<file path="config.mk">
export PLATFORM = sky130hd
export DESIGN_NAME = vga_timing_receiver
export DESIGN_NICKNAME = d
export VERILOG_FILES = /design/src/rtl/vga_timing_receiver.sv
export SDC_FILE = /design/constraint.sdc
export NUM_CORES = 1
export LEC_CHECK = 0
export CAP_MARGIN = 20
export CORE_AREA = 2 2 126 128
export CTS_BUF_LIST = sky130_fd_sc_hd__clkbuf_16
export DETAILED_ROUTE_END_ITERATION = 6
export DIE_AREA = 0 0 128 130
export DONT_BUFFER_PORTS = 1
export HOLD_SLACK_MARGIN = 0.05
export PLACE_DENSITY_LB_ADDON = 0.3
export SLEW_MARGIN = 0
export SYNTH_ARGS = -nofsm -noshare
export SYNTH_HDL_FRONTEND = slang
export SYNTH_SLANG_ARGS = --single-unit
</file>
<file path="constraint.sdc">
create_clock -name clk -period 2.31 [get_ports clk]
set_input_delay 0 -clock clk [delete_from_list [all_inputs] [get_ports clk]]
set_output_delay 0 -clock clk [all_outputs]
set_load 0.02 [all_outputs]
</file>
<file path="src/rtl/vga_timing_receiver.sv">
// VGA timing sink: measures line/frame periods, locks onto the configured format
// and regenerates active-area pixel coordinates with valid and line/frame markers.
module vga_timing_receiver #(
  parameter int H_TOTAL  = 800,
  parameter int V_TOTAL  = 525,
  parameter int H_ACTIVE = 640,
  parameter int V_ACTIVE = 480
) (
  input  logic       clk,
  input  logic       reset,
  input  logic       pixel_en,
  input  logic       h_sync,
  input  logic       v_sync,
  input  logic       de,
  input  logic       err_clr,
  output logic [9:0] x_pixel,
  output logic [9:0] y_pixel,
  output logic       pixel_valid,
  output logic       line_start,
  output logic       frame_start,
  output logic       locked,
  output logic [9:0] h_total_meas,
  output logic [9:0] v_total_meas,
  output logic       timing_err
);

  localparam logic [9:0] HT  = 10'(H_TOTAL);
  localparam logic [9:0] VT  = 10'(V_TOTAL);
  localparam logic [9:0] HA  = 10'(H_ACTIVE);
  localparam logic [9:0] VA  = 10'(V_ACTIVE);
  localparam logic [9:0] MAX = 10'h3FF;

  typedef enum logic [1:0] {SEARCH, MEASURE, LOCKED} state_t;

  state_t     state;
  logic       hs_q, vs_q, de_q;
  logic [9:0] h_cnt, v_cnt, x_cnt, y_cnt;

  logic       hfall, vfall, derise, defall;
  logic [9:0] h_inc, h_meas_new, x_cur;
  logic       watchdog, lock_ok, is_locked, lose_lock, area_bad, enter_lock;

  assign hfall  = hs_q & ~h_sync;
  assign vfall  = vs_q & ~v_sync;
  assign derise = ~de_q & de;
  assign defall = de_q & ~de;

  assign h_inc      = h_cnt + 10'd1;
  assign h_meas_new = hfall ? h_inc : h_total_meas;
  // Fires only on the increment that lands on the saturation value.
  assign watchdog   = ~hfall & (h_inc == MAX);
  // Column of the pixel being sampled now; x_cnt is stale until the first DE pixel.
  assign x_cur      = derise ? 10'd0 : x_cnt;

  assign is_locked  = (state == LOCKED);
  assign lock_ok    = vfall & (v_cnt == VT) & (h_meas_new == HT);
  assign enter_lock = (state == MEASURE) & lock_ok;
  assign lose_lock  = is_locked & ((hfall & (h_inc != HT)) | (vfall & (v_cnt != VT)) | watchdog);
  assign area_bad   = is_locked & de & ((x_cur >= HA) | (y_cnt >= VA));

  // Everything except pulse clearing and err_clr advances only on pixel_en samples.
  always_ff @(posedge clk or posedge reset) begin
    if (reset) begin
      state        <= SEARCH;
      hs_q         <= 1'b1;
      vs_q         <= 1'b1;
      de_q         <= 1'b0;
      h_cnt        <= '0;
      v_cnt        <= '0;
      x_cnt        <= '0;
      y_cnt        <= '0;
      x_pixel      <= '0;
      y_pixel      <= '0;
      pixel_valid  <= 1'b0;
      line_start   <= 1'b0;
      frame_start  <= 1'b0;
      locked       <= 1'b0;
      h_total_meas <= '0;
      v_total_meas <= '0;
      timing_err   <= 1'b0;
    end else begin
      pixel_valid <= 1'b0;
      line_start  <= 1'b0;
      frame_start <= 1'b0;
      if (err_clr) timing_err <= 1'b0;

      if (pixel_en) begin
        hs_q <= h_sync;
        vs_q <= v_sync;
        de_q <= de;

        if (hfall) begin
          h_total_meas <= h_inc;
          h_cnt        <= '0;
        end else if (h_cnt != MAX) begin
          h_cnt <= h_inc;
        end

        // A line starting on the same sample as the frame counts as line 1.
        if (vfall) begin
          v_total_meas <= v_cnt;
          v_cnt        <= hfall ? 10'd1 : 10'd0;
        end else if (hfall && v_cnt != MAX) begin
          v_cnt <= v_cnt + 10'd1;
        end

        if (de) begin
          x_pixel <= x_cur;
          y_pixel <= y_cnt;
          x_cnt   <= (x_cur != MAX) ? x_cur + 10'd1 : x_cur;
        end

        if (vfall) y_cnt <= '0;
        else if (defall && y_cnt != MAX) y_cnt <= y_cnt + 10'd1;

        pixel_valid <= de & is_locked;
        line_start  <= derise & is_locked;
        frame_start <= vfall & (is_locked | enter_lock);

        if (lose_lock || area_bad) timing_err <= 1'b1;

        case (state)
          SEARCH: if (vfall) state <= MEASURE;
          MEASURE: if (lock_ok) begin
            state  <= LOCKED;
            locked <= 1'b1;
          end
          LOCKED: if (lose_lock) begin
            state  <= SEARCH;
            locked <= 1'b0;
          end
          default: begin
            state  <= SEARCH;
            locked <= 1'b0;
          end
        endcase
      end
    end
  end

endmodule

</file>
== Yosys cells after proc, flatten, opt, wreduce, memory -nomap -nowiden ==
Cells that the tools add are included.
Operators by class
  equal/unequal tests: 14
  mux-type cells: 23
  reduce and logical (&&, ||, !) cells: 14
  bitwise logic cells: 25
  $lt $le $gt $ge: 2
  add/sub/neg operators: 4
Operator list (number)
  2-to-1 mux 10 bit: 9
  inequality test 10 bit, second input constant: 6
  adder 10 x 1 -> 10 bit, second input constant: 4
  equality test 10 bit, second input constant: 3
  bitwise AND 1 bit: 15
  greater-or-equal comparator 10 bit, second input constant: 1
  greater-or-equal comparator 10 x 9 -> 1 bit, second input constant: 1
  AND reduction 2 bit: 5
  2-to-1 mux 1 bit: 9
  AND reduction 4 bit: 2
  2-to-1 mux 2 bit: 3
  inverter 1 bit: 6
  case mux 2 bit (3 select lines): 1
  nonzero test 2 bit: 3
  inequality test 2 bit, second input constant: 2
  OR 1 bit: 4
  case mux 1 bit (3 select lines): 1
  equality test 2 x 1 -> 1 bit, second input constant: 1
  equality test 2 bit, second input constant: 1
  logical AND 1 bit: 2
  logical NOT 2 bit: 1
  inequality test 2 x 1 -> 1 bit, second input constant: 1
  logical OR 1 bit: 1
Storage, ports and cells
  output and inout port bits: 45
  register bits after elaboration: 90
  input port bits: 7
  logic and storage cells: 99

== Logic depth before layout (Yosys ltp) ==
  depth in word-level cells: 9
  mapped depth: 9
  gate-level depth less buffers: 9

== Least setup slack after synthesis ==
OpenSTA, ideal clock, no wires.
  path kind: reg-to-reg
  start: register h_cnt[1]
  end: register state[0]
  clock period less this slack: 2254 ps
  cell stages (with the launch flop): 9
  setup time: 121 ps
  path slack: 56 ps
  arrival: 2133 ps
  data required time: 2189 ps
  path buffers: 1
  path through: dfrtp_1 ha_1 clkbuf_1 xnor2_1 nand3_1 a2111o_1 a221oi_2 mux2i_1 a22o_1
On the way
  word-level cells in the longest chain between the ends: 8
  elaborated cells on any way between the ends: 14
RTL lines
  start: declaration: line 37  | logic [9:0] h_cnt, v_cnt, x_cnt, y_cnt;
  start signal: assignment: line 96  | h_cnt <= h_inc;
  adder 10 x 1 -> 10 bit *: line 48  | assign h_inc = h_cnt + 10'd1;
  inequality test 10 bit: line 58  | assign lose_lock = is_locked & ((hfall & (h_inc != HT)) | (vfall & (v_cnt != VT)) | watchdog);
  bitwise AND 1 bit: line 58
  OR 1 bit (2 in series): line 58
  bitwise AND 1 bit: line 58
  inequality test 2 x 1 -> 1 bit (no source line)
  AND reduction 4 bit (no source line) *
  end signal: assignment: line 64  | state <= SEARCH;
  end signal: assignment: line 123  | SEARCH: if (vfall) state <= MEASURE;
  end signal: assignment: line 125  | state <= LOCKED;
  end: declaration: line 35  | state_t state;
Every way passes the cells marked *; elsewhere a longest branch is shown, timed or not.
A chain may end at the register's enable or synchronous reset.

== Final worst setup path ==
Same ends and word-level chain as after synthesis.

==> results_dict.tcl <==
set metrics [dict create \
    worstRegToRegCells 7 \
    avgSynthCellArea_um2 9.65 \
    cts_tree "yes" \
    criticalPathCategory "register to register" \
    setup_viol 0 \
    drtIter0Drc 330 \
    crit_fanout 5 \
    grt_max_degree 37 \
    cts_max_path_buffers 2 \
    drive_gt1_share_pct 12.7 \
    final_util_pct 33.8 \
    rsz0062_at_grt "yes" \
    p_int_uw 2850 \
    vias_per_cell 5.14 \
    synth_ff_type "dfrtp_1" \
    synth_edf_count 0 \
    fmax_ghz 0.449 \
    drtAntennaViolNets 0 \
    grt_pass1_vias 3511 \
    initial_core_util_pct 29.0 \
    wl_met1_um 4910 \
    clk_pin_slew_worst_paths_ns 0.06 \
    diodes 0 \
    maxUsedRoutingLayer "met4" \
    placeableCoreArea_um2 15400 \
    grt_overflow 0 \
    die-area_um2 16600 \
    tightest_slew_ns 0.803 \
    p_sw_uw 1290 \
    clockPowerShare_pct 34.1 \
    syn_nets 478 \
    max_cap_viol_count 0 \
    synth_area_um2 4470 \
    timing.final.crit_period_ns 2.23 \
    p_leak_uw 0.00232 \
    slew_violations 0 \
    critPathLaunchType "register" \
    synthCells 463 \
    worstSetupEndpointType "register" \
    area_delta_synth_final_pct 16.8 \
    final_cells 681 \
    hp-class "input port to register" \
    required_ns 2.55 \
    yosysUniqueCellTypes 53 \
    yosys_warnings 0 \
    place_inst 660 \
    port_buffers 0 \
    gp_congestion 0.886 \
    routed_wl_um 10900 \
    htreeDepth 3 \
    clock_latency_ns 0.35 \
    drc 0 \
    wl_met3_um 773 \
    p_seq_share_pct 49.9 \
    cts_buffers 9 \
    powerDensity_nw_per_um2 793 \
    comb_power_share_pct 16.0 \
    num_io_pins 52 \
    antenna_found_initial 0 \
    firstDrtPassIters 4 \
    clockRootBuffer "clkbuf_16" \
    rows 46 \
    async_reset_ff_share_pct 100 \
    ir_drop_mv 0.430 \
    switching_share_pct 31.2 \
    vias 3499 \
    die_h_um 130 \
    ys_seq_elements 90 \
    min_period_over_period_pct 96.4 \
    clock_sinks 90 \
    hpwl_um 7650 \
    nets 500 \
    die_w_um 128 \
    finalHoldViolCount 0 \
    hold_depth 4 \
    grt_pass1_wl_um 18100 \
    fill_cells 1579 \
    arrival_ns 2.47 \
    ys_seq_area_share_pct 50.4 \
    fin_worst_skew_ns 0.00913 \
    power_uw 4140 \
    outcome "finished clean" \
    wl_met2_um 5020 \
    grtUsageTotal_pct 14.0 \
    detail_route.wl_per_cell_um 15.9 \
    slew_headroom_pct 46.3 \
]
-- power by group through the flow --
stage                     combinational [uW]  sequential (uW)  clock [uW]
after floorplan                          455             2040           0
after global placement                   625             2090           0
after detailed placement                 638             2100           0
after CTS                                655             2070        1460
after global routing                     760             2100        1530
final                                    661             2070        1410
-- cell usage after synthesis (4+ instances only) --
cell type | instances | area, um2
dfrtp_1 | 88 | 2200
nand2_1 | 81 | 304
o21ai_0 | 36 | 180
nor2_1 | 33 | 124
clkbuf_1 | 18 | 67.6
nand3_1 | 16 | 80.1
xor2_1 | 15 | 131
inv_1 | 14 | 52.6
nand4_1 | 14 | 87.6
xnor2_1 | 13 | 114
a21oi_1 | 12 | 60.1
mux2_2 | 11 | 124
nand2b_1 | 9 | 56.3
o31ai_1 | 9 | 67.6
a31oi_1 | 8 | 50.1
and3_1 | 8 | 50.1
ha_1 | 8 | 100
a22o_1 | 7 | 61.3
and2_1 | 4 | 25.0
nor2b_1 | 4 | 25.0
nor3_1 | 4 | 20.0
-- layout by cell type, fill, tap and decap left out, types with 12 or more instances in the layout --
cell / instances
nand2_1: 81
nand4_1: 14
nand3_1: 16
dfrtp_1: 88
nor2_1: 33
xor2_1: 15
xnor2_1: 13
buf_4: 27
a21oi_1: 12
inv_1: 15
o21ai_0: 36
-- sequential cells by signal, summed over array words and instances (netlist names), 2 cells and up --
register / count
h_cnt: 10
h_total_meas: 10
v_cnt: 10
v_total_meas: 10
x_cnt: 10
x_pixel: 10
y_cnt: 10
y_pixel: 10
state: 2
-- per-layer routing --
layer  vias to the layer above  global-route usage, %
met2                        91                   22.1
met4                         0                   5.04
met3                        11                   5.21
met5                         -                      0
li1                       1678                      -
met1                      1719                   17.5
-- path summary, 6_finish.rpt --
check                      startpoint         endpoint  slack (ns)
min in group asynchronous       reset  h_total_meas[3]        0.27
max reg2reg                  h_cnt[1]         state[0]        0.08
max                          h_cnt[1]         state[0]        0.08
min reg2reg                  x_cnt[5]         x_cnt[5]        0.52
max in group asynchronous       reset         y_cnt[0]        1.25
min                                de         x_cnt[6]         0.1
-- stage by stage --
step                setup slack (ns)  TNS (ns)  hold slack [ns]  area [um2]
global route                 -0.0182   -0.0182            0.127        5220
CTS                           0.0154         0           0.0756        5170
floorplan                     0.0559         0            0.152        4470
global placement              0.0777         0           0.0553        4830
detailed placement            0.0423         0           0.0700        4830
finish                        0.0831         0           0.0998        5220
-- what timing repair did --
item                                   CTS  global route
buffers inserted                         0             0
endpoints found under the hold margin   54             0
resized for setup                        0             8
setup endpoints to repair                0             6
hold buffers                             6             0
-- critical path: stages (launching register included) --
cell and delay, ns:
dfrtp_1 0.40, ha_4 0.17, nand4_4 0.13, or3_4 0.40, a2111o_1 0.41, a221oi_4 0.29
mux2i_1 0.12, a22o_1 0.19
-- cell families after synthesis --
kind of cell	Yosys count	synth area share, %
AND/OR/NAND/NOR	189	20.4
AO/OA/AOI/OAI	97	14.4
flip-flops	90	50.4
buffers and inverters	37	3.58
XOR/XNOR	28	5.49
multiplexers	14	3.44
adder cells (fa/ha/maj)	8	2.24
-- area by class of cell --
type / instances / area (um2) / area share [%]
clock buffer: 9 / 225 / 4.32
timing repair buffer: 34 / 283 / 5.42
sequential: 90 / 2250 / 43.2
multi-input combinational: 336 / 2110 / 40.4
clock inverter: 6 / 52.6 / 1.01
tap: 192 / 240 / 4.60
inverter: 14 / 56.3 / 1.08
No activity file was read; power rests on OpenSTA's default activity.
